===== config.mk =====
export PLATFORM = sky130hd
export DESIGN_NAME = sync_fifo_param
export DESIGN_NICKNAME = d
export VERILOG_FILES = /design/src/rtl/sync_fifo_param.sv
export SDC_FILE = /design/constraint.sdc
export NUM_CORES = 1
export LEC_CHECK = 0
export BUFFER_PORTS_ARGS = -buffer_cell sky130_fd_sc_hd__buf_2
export CAP_MARGIN = 20
export CORE_MARGIN = 5
export CORE_UTILIZATION = 38
export DETAILED_ROUTE_END_ITERATION = 10
export PLACE_DENSITY = 0.65
export SLEW_MARGIN = 20
export SYNTH_ARGS = -nofsm -noshare
export SYNTH_HDL_FRONTEND = slang
export SYNTH_SLANG_ARGS = --single-unit

===== constraint.sdc =====
create_clock -name clk -period 3.5 [get_ports clk]
set_clock_uncertainty 0.2 [all_clocks]
set_input_delay 0.7 -clock clk [delete_from_list [all_inputs] [get_ports clk]]
set_output_delay 0.7 -clock clk [all_outputs]
set_load 0.01 [all_outputs]

===== src/rtl/sync_fifo_param.sv =====
// Parametrised single-clock FIFO with occupancy count, almost-full/empty thresholds,
// overflow/underflow pulses and optional first-word-fall-through read mode.
module sync_fifo_param #(
    parameter int DATA_W    = 8,
    parameter int DEPTH     = 8,
    parameter int AF_THRESH = 6,
    parameter int AE_THRESH = 2,
    parameter bit FWFT      = 1'b0
) (
    input  logic                       clk,
    input  logic                       rst,
    input  logic                       wr_en_i,
    input  logic [DATA_W-1:0]          data_i,
    input  logic                       rd_en_i,
    output logic [DATA_W-1:0]          data_o,
    output logic                       full_o,
    output logic                       empty_o,
    output logic                       almost_full_o,
    output logic                       almost_empty_o,
    output logic [$clog2(DEPTH):0]     count_o,
    output logic                       overflow_o,
    output logic                       underflow_o
);

    localparam int AW = $clog2(DEPTH);
    localparam logic [AW:0] ONE     = (AW+1)'(1);
    localparam logic [AW:0] FULL_C  = (AW+1)'(DEPTH);
    localparam logic [AW:0] AF_C    = (AW+1)'(AF_THRESH);
    localparam logic [AW:0] AE_C    = (AW+1)'(AE_THRESH);

    logic [DATA_W-1:0] mem [DEPTH];
    logic [AW:0]       wr_ptr;
    logic [AW:0]       rd_ptr;
    logic [AW:0]       count;
    logic              wr_acc;
    logic              rd_acc;
    logic [AW-1:0]     wr_idx;
    logic [AW-1:0]     rd_idx;

    assign wr_idx = wr_ptr[AW-1:0];
    assign rd_idx = rd_ptr[AW-1:0];

    assign count_o        = count;
    assign empty_o        = (count == '0);
    assign full_o         = (count == FULL_C);
    assign almost_full_o  = (count >= AF_C);
    assign almost_empty_o = (count <= AE_C);

    // A write into a full FIFO is still accepted when a read frees a slot this cycle.
    always_comb begin
        rd_acc = rd_en_i & ~empty_o;
        wr_acc = wr_en_i & (~full_o | rd_acc);
    end

    always_ff @(posedge clk or negedge rst) begin
        if (!rst) begin
            wr_ptr      <= '0;
            rd_ptr      <= '0;
            count       <= '0;
            overflow_o  <= 1'b0;
            underflow_o <= 1'b0;
        end else begin
            overflow_o  <= wr_en_i & ~wr_acc;
            underflow_o <= rd_en_i & ~rd_acc;
            if (wr_acc) wr_ptr <= wr_ptr + ONE;
            if (rd_acc) rd_ptr <= rd_ptr + ONE;
            unique case ({wr_acc, rd_acc})
                2'b10:   count <= count + ONE;
                2'b01:   count <= count - ONE;
                default: count <= count;
            endcase
        end
    end

    always_ff @(posedge clk) begin
        if (wr_acc) mem[wr_idx] <= data_i;
    end

    generate
        if (FWFT) begin : g_fwft
            assign data_o = empty_o ? '0 : mem[rd_idx];
        end else begin : g_std
            logic [DATA_W-1:0] data_q;
            always_ff @(posedge clk or negedge rst) begin
                if (!rst)        data_q <= '0;
                else if (rd_acc) data_q <= mem[rd_idx];
            end
            assign data_o = data_q;
        end
    endgenerate

endmodule


## Word-level counts from Yosys, hierarchy flattened

Memories as Yosys holds them, arrays and structs flattened. A register that Yosys moved wholly into a read port is not among the register bits.
Index checks and enable logic that the tools add are counted.

| cells by class | value |
|---|---|
| add/sub/neg operators | 4 |
| order comparisons | 2 |
| eq/ne operators | 3 |
| multiplexer cells | 3 |
| bitwise operators | 9 |
| reductions and logical operators | 3 |

Operators with widths:

| cell | count |
|---|---|
| $add A4 B1 Y4 const B | 3 |
| $pmux W4 S2 | 1 |
| $and A1 B1 Y1 | 4 |
| $eq A4 B4 Y1 const B | 1 |
| $ge A4 B3 Y1 const B | 1 |
| $le A4 B2 Y1 const B | 1 |
| $logic_not A4 Y1 | 1 |
| $not A1 Y1 | 4 |
| $sub A4 B1 Y4 const B | 1 |
| $eq A2 B1 Y1 const B | 1 |
| $eq A2 B2 Y1 const B | 1 |
| $mux W1 | 2 |
| $reduce_bool A2 Y1 | 1 |
| $logic_not A1 Y1 | 1 |
| $or A1 B1 Y1 | 1 |

| storage, ports and cells | value |
|---|---|
| register bits after elaboration | 14 |
| bits in writable memories | 64 |
| input port bits | 12 |
| logic and storage cells | 30 |
| memories kept | 1 |

Memory list:

| name | depth | width | rd ports | clocked after Yosys merged registers in | write ports | line | source |
|---|---|---|---|---|---|---|---|
| mem | 8 | 8 | 1 | 1 | 1 | 31 | `logic [DATA_W-1:0] mem [DEPTH];` |

## Depth between registers and ports, before layout

Gate-level depths: netlist (run 1).

| logic depth | value |
|---|---|
| depth after elaboration | 7 |
| depth in mapped cells | 12 |

## Worst setup path before layout (run 1)

Ideal clock, no wire load.

| path | value |
|---|---|
| kind | reg-to-reg |
| from | register count[1], in the netlist count_o[1] |
| to | register count[2], in the netlist count_o[2] |
| data arrival time | 2.488 ns |
| required time | 3.175 ns |
| slack | 0.686 ns |
| cell stages (with the launch flop) | 13 |
| buffers on the path | 2 |
| cells stage by stage | dfrtp_1 > buf_6 > nor4_1 > nand2b_1 > buf_6 > inv_2 > ha_1 > xor2_1 > ha_1 > a21oi_1 > xor2_1 > nor2_1 > xor2_1 |

| on the way | value |
|---|---|
| longest elaborated chain between the ends | 7 |
| elaborated cells on any way between the ends | 13 |
| classes of those cells | add/sub: 2; eq/ne: 3; mux: 1; bitwise: 5; reduce/logical: 2 |

RTL lines:

| element | line | source |
|---|---|---|
| start: declaration | 34 | `logic [AW:0] count;` |
| start signal: assignment | 68 | `2'b10: count <= count + ONE;` |
| start signal: assignment | 69 | `2'b01: count <= count - ONE;` |
| start signal: assignment | 70 | `default: count <= count;` |
| $logic_not A4 Y1 (*) | 44 | `assign empty_o = (count == '0);` |
| net empty_o | 17 | `output logic empty_o,` |
| $not A1 Y1 (*) | 51 | `rd_acc = rd_en_i & ~empty_o;` |
| $and A1 B1 Y1 (*) | 51 |  |
| net rd_acc | 36 | `logic rd_acc;` |
| $or A1 B1 Y1 | 52 | `wr_acc = wr_en_i & (~full_o \| rd_acc);` |
| $and A1 B1 Y1 | 52 |  |
| $eq A2 B1 Y1 or $eq A2 B2 Y1 (tied branches) | 67 | `unique case ({wr_acc, rd_acc})` |
| $pmux W4 S2 or $reduce_bool A2 Y1 (tied branches) | - |  |

Mark *: on every way through the listed nets, which the timed path passes. The rest lies on a longest branch.
A chain may end at the register's enable or synchronous reset.

## Worst setup path in the final report (run 1)

| path | value |
|---|---|
| from | register count[1], in the netlist count_o[1] |
| to | register count[2], in the netlist count_o[2] |

| on the way | value |
|---|---|
| longest elaborated chain between the ends | 7 |
| elaborated cells on any way between the ends | 13 |
| classes of those cells | add/sub: 2; eq/ne: 3; mux: 1; bitwise: 5; reduce/logical: 2 |

RTL lines:

| element | line |
|---|---|
| $logic_not A4 Y1 | 44 |
| $not A1 Y1 | 51 |
| $and A1 B1 Y1 | 51 |
| $or A1 B1 Y1 | 52 |
| $and A1 B1 Y1 | 52 |
| $eq A2 B1 Y1 or $eq A2 B2 Y1 (tied branches) | 67 |
| $pmux W4 S2 or $reduce_bool A2 Y1 (tied branches) | - |

Several ways; a longest one is shown, not always the timed one.

==> results.ini, run 1 <==
[drt]
remaining_drc_errors = 0
vias = 1860
detail_route.wirelength_um = 6180
drt_iter0_drc = 55
drt-wirelength-per-cell_um = 16.7
dr.pass1.iters = 4
vias_per_cell = 5.04
drt.antenna.violating_nets = 0

[floorplan]
fp.dieW_um = 105
core_area_mm2 = 0.00881
dieArea_mm2 = 0.0111
rows = 34
die_h_um = 105
io_pins = 30
initial_utilization_pct = 39.3

[critical_path]
critPathMaxFanout = 10
r2r_cells = 10
r2r-end = count_o[2]$_DFFE_PN0P_
endpoint_kind = register
r2r-start = count_o[1]$_DFFE_PN0P_
required_ns = 3.52
r2r_slack_ns = 0.73
cp_data_arrival_time_ns = 2.79
crit_type = register to register
startpoint_type = register

[synth]
syn_nets = 234
yosys.area.top_type = edfxtp_1
yosysMostFrequentCell = edfxtp_1
ys_ff_latch = 84
ys_seq_area_share_pct = 69.9
syn_area_mm2 = 0.00346
synthFlopType = edfxtp_1
yosys_warnings = 0
ys_top_cells_by_count = edfxtp_1 (64), dfrtp_1 (20), mux2_2 (17), nand2_1 (17), mux2i_1 (16)
postSynthAreaPerCell_um2 = 16.0
postSynthCellCount = 217
async_reset_ff_share_pct = 23.8
synth_edf_count = 64
ys_top_cells_by_area = edfxtp_1 (55%), dfrtp_1 (14%), mux2_2 (5.5%)
netlist.area_leader.share_pct = 55.5
synth_cell_type_count = 36

[power]
leakagePower_nw = 1.48
seqPwrFrac_pct = 45.9
power_mw = 3.15
irDropWorstVdd_uv = 260
power_density_mw_per_mm2 = 803
p_int_mw = 2.10
p_sw_mw = 1.05
pwr-share-comb_pct = 32.5
clock_power_share_pct = 21.7
p_sw_share_pct = 33.2

[clock_network]
ctsHoldBuffers = 0
cts.sinks = 84
cts_resized = 0
cts_root_buf = clkbuf_8
cts_max_level = 3
clkTransAtPathRegs_ns = 0.09
cts_buffer_depth = 2
cts_inserted_buffers = 9
cts_tree = done
worstSkewPairLatency_ns = 0.34
cts_setup_buffers = 0

[global_route]
antenna_found_initial = 0
grt_first_pass_wirelength_um = 10100
grt_max_degree = 35
track_usage_pct = 11.9
grt_pass1_vias = 1929
grt_overflow = 0

[final_layout]
nFillCells = 759
drive_gt1_share_pct = 29.5
area_growth_pct = 13.2
antenna_cells = 0
final_nets = 273
postLayoutCoreUtil_pct = 44.5

[timing]
fin_crit_sh_pct = 79.2
slew_headroom_pct = 46.8
finalMaxSlewViolations = 0
max_freq_mhz = 361
rsz0062_at_grt = no
post-route-min-period_ns = 2.77
setup_violations = 0
finalHoldViolCount = 0
tns_ns = 0
tightest_slew_ns = 0.795
fin_ws_ns = 0.727

[worst_hold_path]
hold_class = input port to asynchronous set/reset pin

[flow_run]
maxCapViolCount = 0

[run_status]
status = complete, no violations

[place]
portBuffers = 29
hpwlAfterDp_um = 4170
dp_slack_ns = 0.738
gp_congestion = 0.711

[layout by cell type, fill, tap and decap left out, types with 2 or more instances in the layout]
| cell | Yosys | routed |
|---|---|---|
| dfrtp_1 | 20 | 20 |
| nor4_1 | 2 | 2 |
| xor2_1 | 4 | 4 |
| o21ai_0 | 7 | 7 |
| mux2_2 | 17 | 17 |
| nand2_2 | 2 | 2 |
| clkbuf_8 | 0 | 9 |
| a221o_1 | 8 | 8 |
| xnor2_1 | 5 | 5 |
| nor3b_1 | 3 | 3 |
| nor2_1 | 5 | 5 |
| nand2b_1 | 5 | 5 |
| ha_1 | 5 | 5 |
| clkinvlp_4 | 0 | 3 |
| nor3_1 | 4 | 4 |
| a21oi_1 | 2 | 2 |
| inv_6 | 0 | 2 |
| edfxtp_1 | 64 | 64 |
| nand2_1 | 17 | 17 |
| o22ai_1 | 8 | 8 |
| mux2i_1 | 16 | 16 |
| buf_2 | 1 | 29 |
| buf_4 | 2 | 9 |
[per-stage QoR]
step | hold slack, ns | instances | instance area, um^2
final | 0.0933 | 369 | 3920
after global routing | 0.124 | 369 | 3920
after CTS | 0.0991 | 369 | 3920
after detailed placement | 0.264 | 353 | 3720
after global placement | 0.257 | 353 | 3720
after floorplan | 0.204 | 217 | 3460
[registers in the layout, indices dropped and copies added (netlist names)]
| register | flops |
|---|---|
| rd_ptr | 3 |
| mem | 64 |
| wr_ptr | 3 |
| data_o | 8 |
| underflow_o | 1 |
| overflow_o | 1 |
| count_o | 4 |
[how the worst max path moves through the flow]
stage	from	end	slack (ns)	cells past startpoint
2_1_floorplan	count_o[1]$_DFFE_PN0P_	count_o[2]$_DFFE_PN0P_	0.69	12
3_3_place_gp	count_o[1]$_DFFE_PN0P_	count_o[2]$_DFFE_PN0P_	0.80	10
3_5_place_dp	count_o[1]$_DFFE_PN0P_	count_o[2]$_DFFE_PN0P_	0.74	10
4_1_cts	count_o[1]$_DFFE_PN0P_	count_o[2]$_DFFE_PN0P_	0.73	10
5_1_grt	count_o[1]$_DFFE_PN0P_	count_o[2]$_DFFE_PN0P_	0.61	10
6_report	count_o[1]$_DFFE_PN0P_	count_o[2]$_DFFE_PN0P_	0.73	10
[worst max-delay path, stage by stage, from the launching register on]
cell and delay [ns]:
dfrtp_1 0.49, or4b_4 0.59, o21a_4 0.24, clkinv_4 0.08, ha_1 0.27, xor2_1 0.10, ha_1 0.18, a21oi_1 0.14
xor2_1 0.16, nor2_1 0.06, xor2_1 0.14
[final cells by class]
type	instances	area, um^2	area share, %
flip-flops and latches	84	2420	61.8
multi-input cells	120	937	23.9
repair buffers	38	213	5.42
well taps	108	135	3.45
clock buffers	10	128	3.25
clock inverters	6	70.1	1.79
inverters	3	16.3	0.415
[logic make-up after synthesis]
| kind of cell | synth area share (%) |
|---|---|
| adder cells (fa/ha/maj) | 1.81 |
| AO/OA/AOI/OAI | 6.61 |
| buffers and inverters | 3.00 |
| XOR/XNOR | 2.28 |
| AND/OR/NAND/NOR | 6.21 |
| flip-flops | 69.9 |
| multiplexers | 10.2 |
[layer usage]
layer	wire length (um)	GRT usage, %	vias up
li1	-	-	902
met1	2720	15.0	905
met2	3040	19.7	40
met3	279	2.32	13
met4	140	5.53	0
met5	0	0	-
[power by group through the flow]
stage               clock [mW]  sequential, mW  combinational (mW)
floorplan                    0            1.46               0.760
global placement             0            1.45                1.03
detailed placement           0            1.47                1.04
CTS                      0.699            1.45                1.04
global route             0.741            1.47                1.13
finish                   0.682            1.44                1.02
Power figures use the tool's default switching activity.
==> run 2, diff against run 1 <==
--- a/config.mk
+++ b/config.mk
@@ -10,7 +10,7 @@
 export CORE_MARGIN = 5
 export CORE_UTILIZATION = 38
 export DETAILED_ROUTE_END_ITERATION = 10
-export PLACE_DENSITY = 0.65
+export PLACE_DENSITY = 0.67
 export SLEW_MARGIN = 20
 export SYNTH_ARGS = -nofsm -noshare
 export SYNTH_HDL_FRONTEND = slang
==> constraint.sdc (replaced) <==
create_clock -name clk -period 2.22 [get_ports clk]
set_clock_uncertainty 0.2 [all_clocks]
set_input_delay 0.444 -clock clk [delete_from_list [all_inputs] [get_ports clk]]
set_output_delay 0.444 -clock clk [all_outputs]
set_load 0.01 [all_outputs]
==> run 2 against run 1 <==
  * The run now ends with negative setup slack left
  * Setup slack got worse by 0.93 ns
  * Cell count increased by 6.0%
  * Maximum frequency grew 14%
  * First-iteration DRC count grew 140%
  * Clock power up 45%
  * Non-clock buffer count grew 22
  * Via count grew 5.2%
  * Count of clock-buffer cells in the layout unchanged
  * Register-to-register slack worse by 0.93 ns
  * Final area increased by 7.6%
  * Sequential power is 55% higher
  * Largest cell class unchanged
  * Largest power group unchanged
==> results.ini, run 2 (synthesis results as in run 1) <==
[final_layout]
antenna_cells = 0
max_flop_register = mem
layoutNonFillerInstCount = 391
final_common_cell = edfxtp_1
final_cell_mix = edfxtp_1 (64), buf_2 (28), buf_4 (23)
largest_reg_flops = 64
final_nets = 295
drive_gt1_share_pct = 39.9
postLayoutCoreUtil_pct = 47.9
area_growth_pct = 21.8

[worst_hold_path]
hold_class = input port to register

[floorplan]
fp.dieW_um = 105
core_area_mm2 = 0.00881
rows = 34
io_pins = 30
die_h_um = 105
initial_utilization_pct = 39.3
dieArea_mm2 = 0.0111

[critical_path]
critPathMaxFanout = 3
cp_top_family = simple AND/OR/NAND/NOR gates
slowest_stage = or4b_4
startpoint = count_o[1]$_DFFE_PN0P_
crit_type = register to register
startpoint_type = register
cpPeakStageDelay_ns = 0.55
r2r_cells = 9
crit_path_cell_trace = or4b_4 -> o21a_4 -> clkinv_4 -> buf_4 -> ha_4 -> nor3b_1 -> a31oi_1 -> a21oi_2 -> xor2_1
cp.depth = 9
r2r_slack_ns = -0.21
endpoint_kind = register
cp_data_arrival_time_ns = 2.50
required_ns = 2.30
r2r-end = count_o[3]$_DFFE_PN0P_
crit_buf_inv = 2
r2r-start = count_o[1]$_DFFE_PN0P_
endpoint = count_o[3]$_DFFE_PN0P_

[timing]
setup_violations = 4
slew_headroom_pct = 64.5
fin_crit_sh_pct = 109
tns_ns = -0.724
fin_ws_ns = -0.206
finalHoldViolCount = 0
max_freq_mhz = 412
post-route-min-period_ns = 2.43
rsz0062_at_grt = yes
finalMaxSlewViolations = 0
tightest_slew_ns = 0.532

[place]
hpwlAfterDp_um = 4330
gp_congestion = 0.749
portBuffers = 29
dp.cells = 368

[clock_network]
cts_inserted_buffers = 9
worstSkewPairLatency_ns = 0.34
cts_root_buf = clkbuf_8
cts.sinks = 84
cts_max_level = 3
cts_tree = done
clkTransAtPathRegs_ns = 0.08
cts_buffer_depth = 2

[drt]
dr.pass1.iters = 4
vias = 1957
remaining_drc_errors = 0
detail_route.wirelength_um = 6570
drt-wirelength-per-cell_um = 16.8
vias_per_cell = 5.01
drt.antenna.violating_nets = 0
drt_iter0_drc = 131

[power]
power_density_mw_per_mm2 = 1250
seqPwrFrac_pct = 42.4
leakagePower_nw = 1.61
irDropWorstVdd_uv = 544
p_sw_share_pct = 33.8
p_int_mw = 3.48
power_mw = 5.26
clock_power_share_pct = 18.8
pwr-share-comb_pct = 38.8
p_sw_mw = 1.78

[global_route]
grt_max_degree = 35
grt_first_pass_wirelength_um = 10900
grt_overflow = 0
grt_pass1_vias = 2095
antenna_found_initial = 0
track_usage_pct = 12.7

[run_status]
status = finished, violations left
violations = negative setup slack

[flow_run]
maxCapViolCount = 0

[run 2: cell types whose count changed in the layout (fill, tap and decap cells not counted), sizes merged]
cell / before / now
buf: 38 / 59
clkinv: 1 / 3
bufinv: 1 / 0
clkinvlp: 3 / 2
dlygate4sd3: 0 / 1
[run 2: metal layers]
metal	share of wire, %	GRT usage, %
met1	47	16.9
met2	47	19.4
met3	3.6	3.36
met4	1.8	6.00
met5	0	0
[run 2: how the worst min path moves through the flow]
stage	start	end	slack, ns	cells past startpoint
floorplan	rst	count_o[0]$_DFFE_PN0P_	-0.05	0
global placement	rst	wr_ptr[2]$_DFFE_PN0P_	0.22	1
detailed placement	rst	wr_ptr[2]$_DFFE_PN0P_	0.23	1
CTS	rd_en_i	overflow_o$_DFF_PN0_	0.13	2
global route	rd_en_i	overflow_o$_DFF_PN0_	0.15	2
finish	rd_en_i	overflow_o$_DFF_PN0_	0.15	2
[run 2: what timing repair did]
action                                 4_1_cts  5_1_grt
gates resized for setup                      8       11
pin swaps                                    4        3
endpoints found under the hold margin       20        0
setup buffers                                5        1
setup endpoints to repair                   12       30
hold buffers                                 1        0
cloned                                       0        0
[run 2: layout make-up]
type	count	area, um^2
clock buffers	10	138
clock inverters	6	46.3
fillers	770	4590
inverters	3	18.8
multi-input cells	120	1030
flip-flops and latches	84	2420
well taps	108	135
repair buffers	60	430
[run 2: through the flow]
stage	hold slack (ns)	setup slack (ns)	instance area, um^2
after floorplan	-0.0516	-0.338	3500
after global placement	0.218	-0.116	3890
after detailed placement	0.227	-0.184	3890
after CTS	0.132	-0.194	4160
after global routing	0.145	-0.323	4220
final	0.151	-0.206	4220
[run 2: power by group through the flow]
stage	Combinational (mW)	Sequential (mW)	Clock [mW]
after global routing	2.24	2.27	1.10
after detailed placement	1.92	2.26	0
after global placement	1.88	2.24	0
after floorplan	1.23	2.31	0
final	2.04	2.23	0.992
after CTS	1.99	2.23	1.02
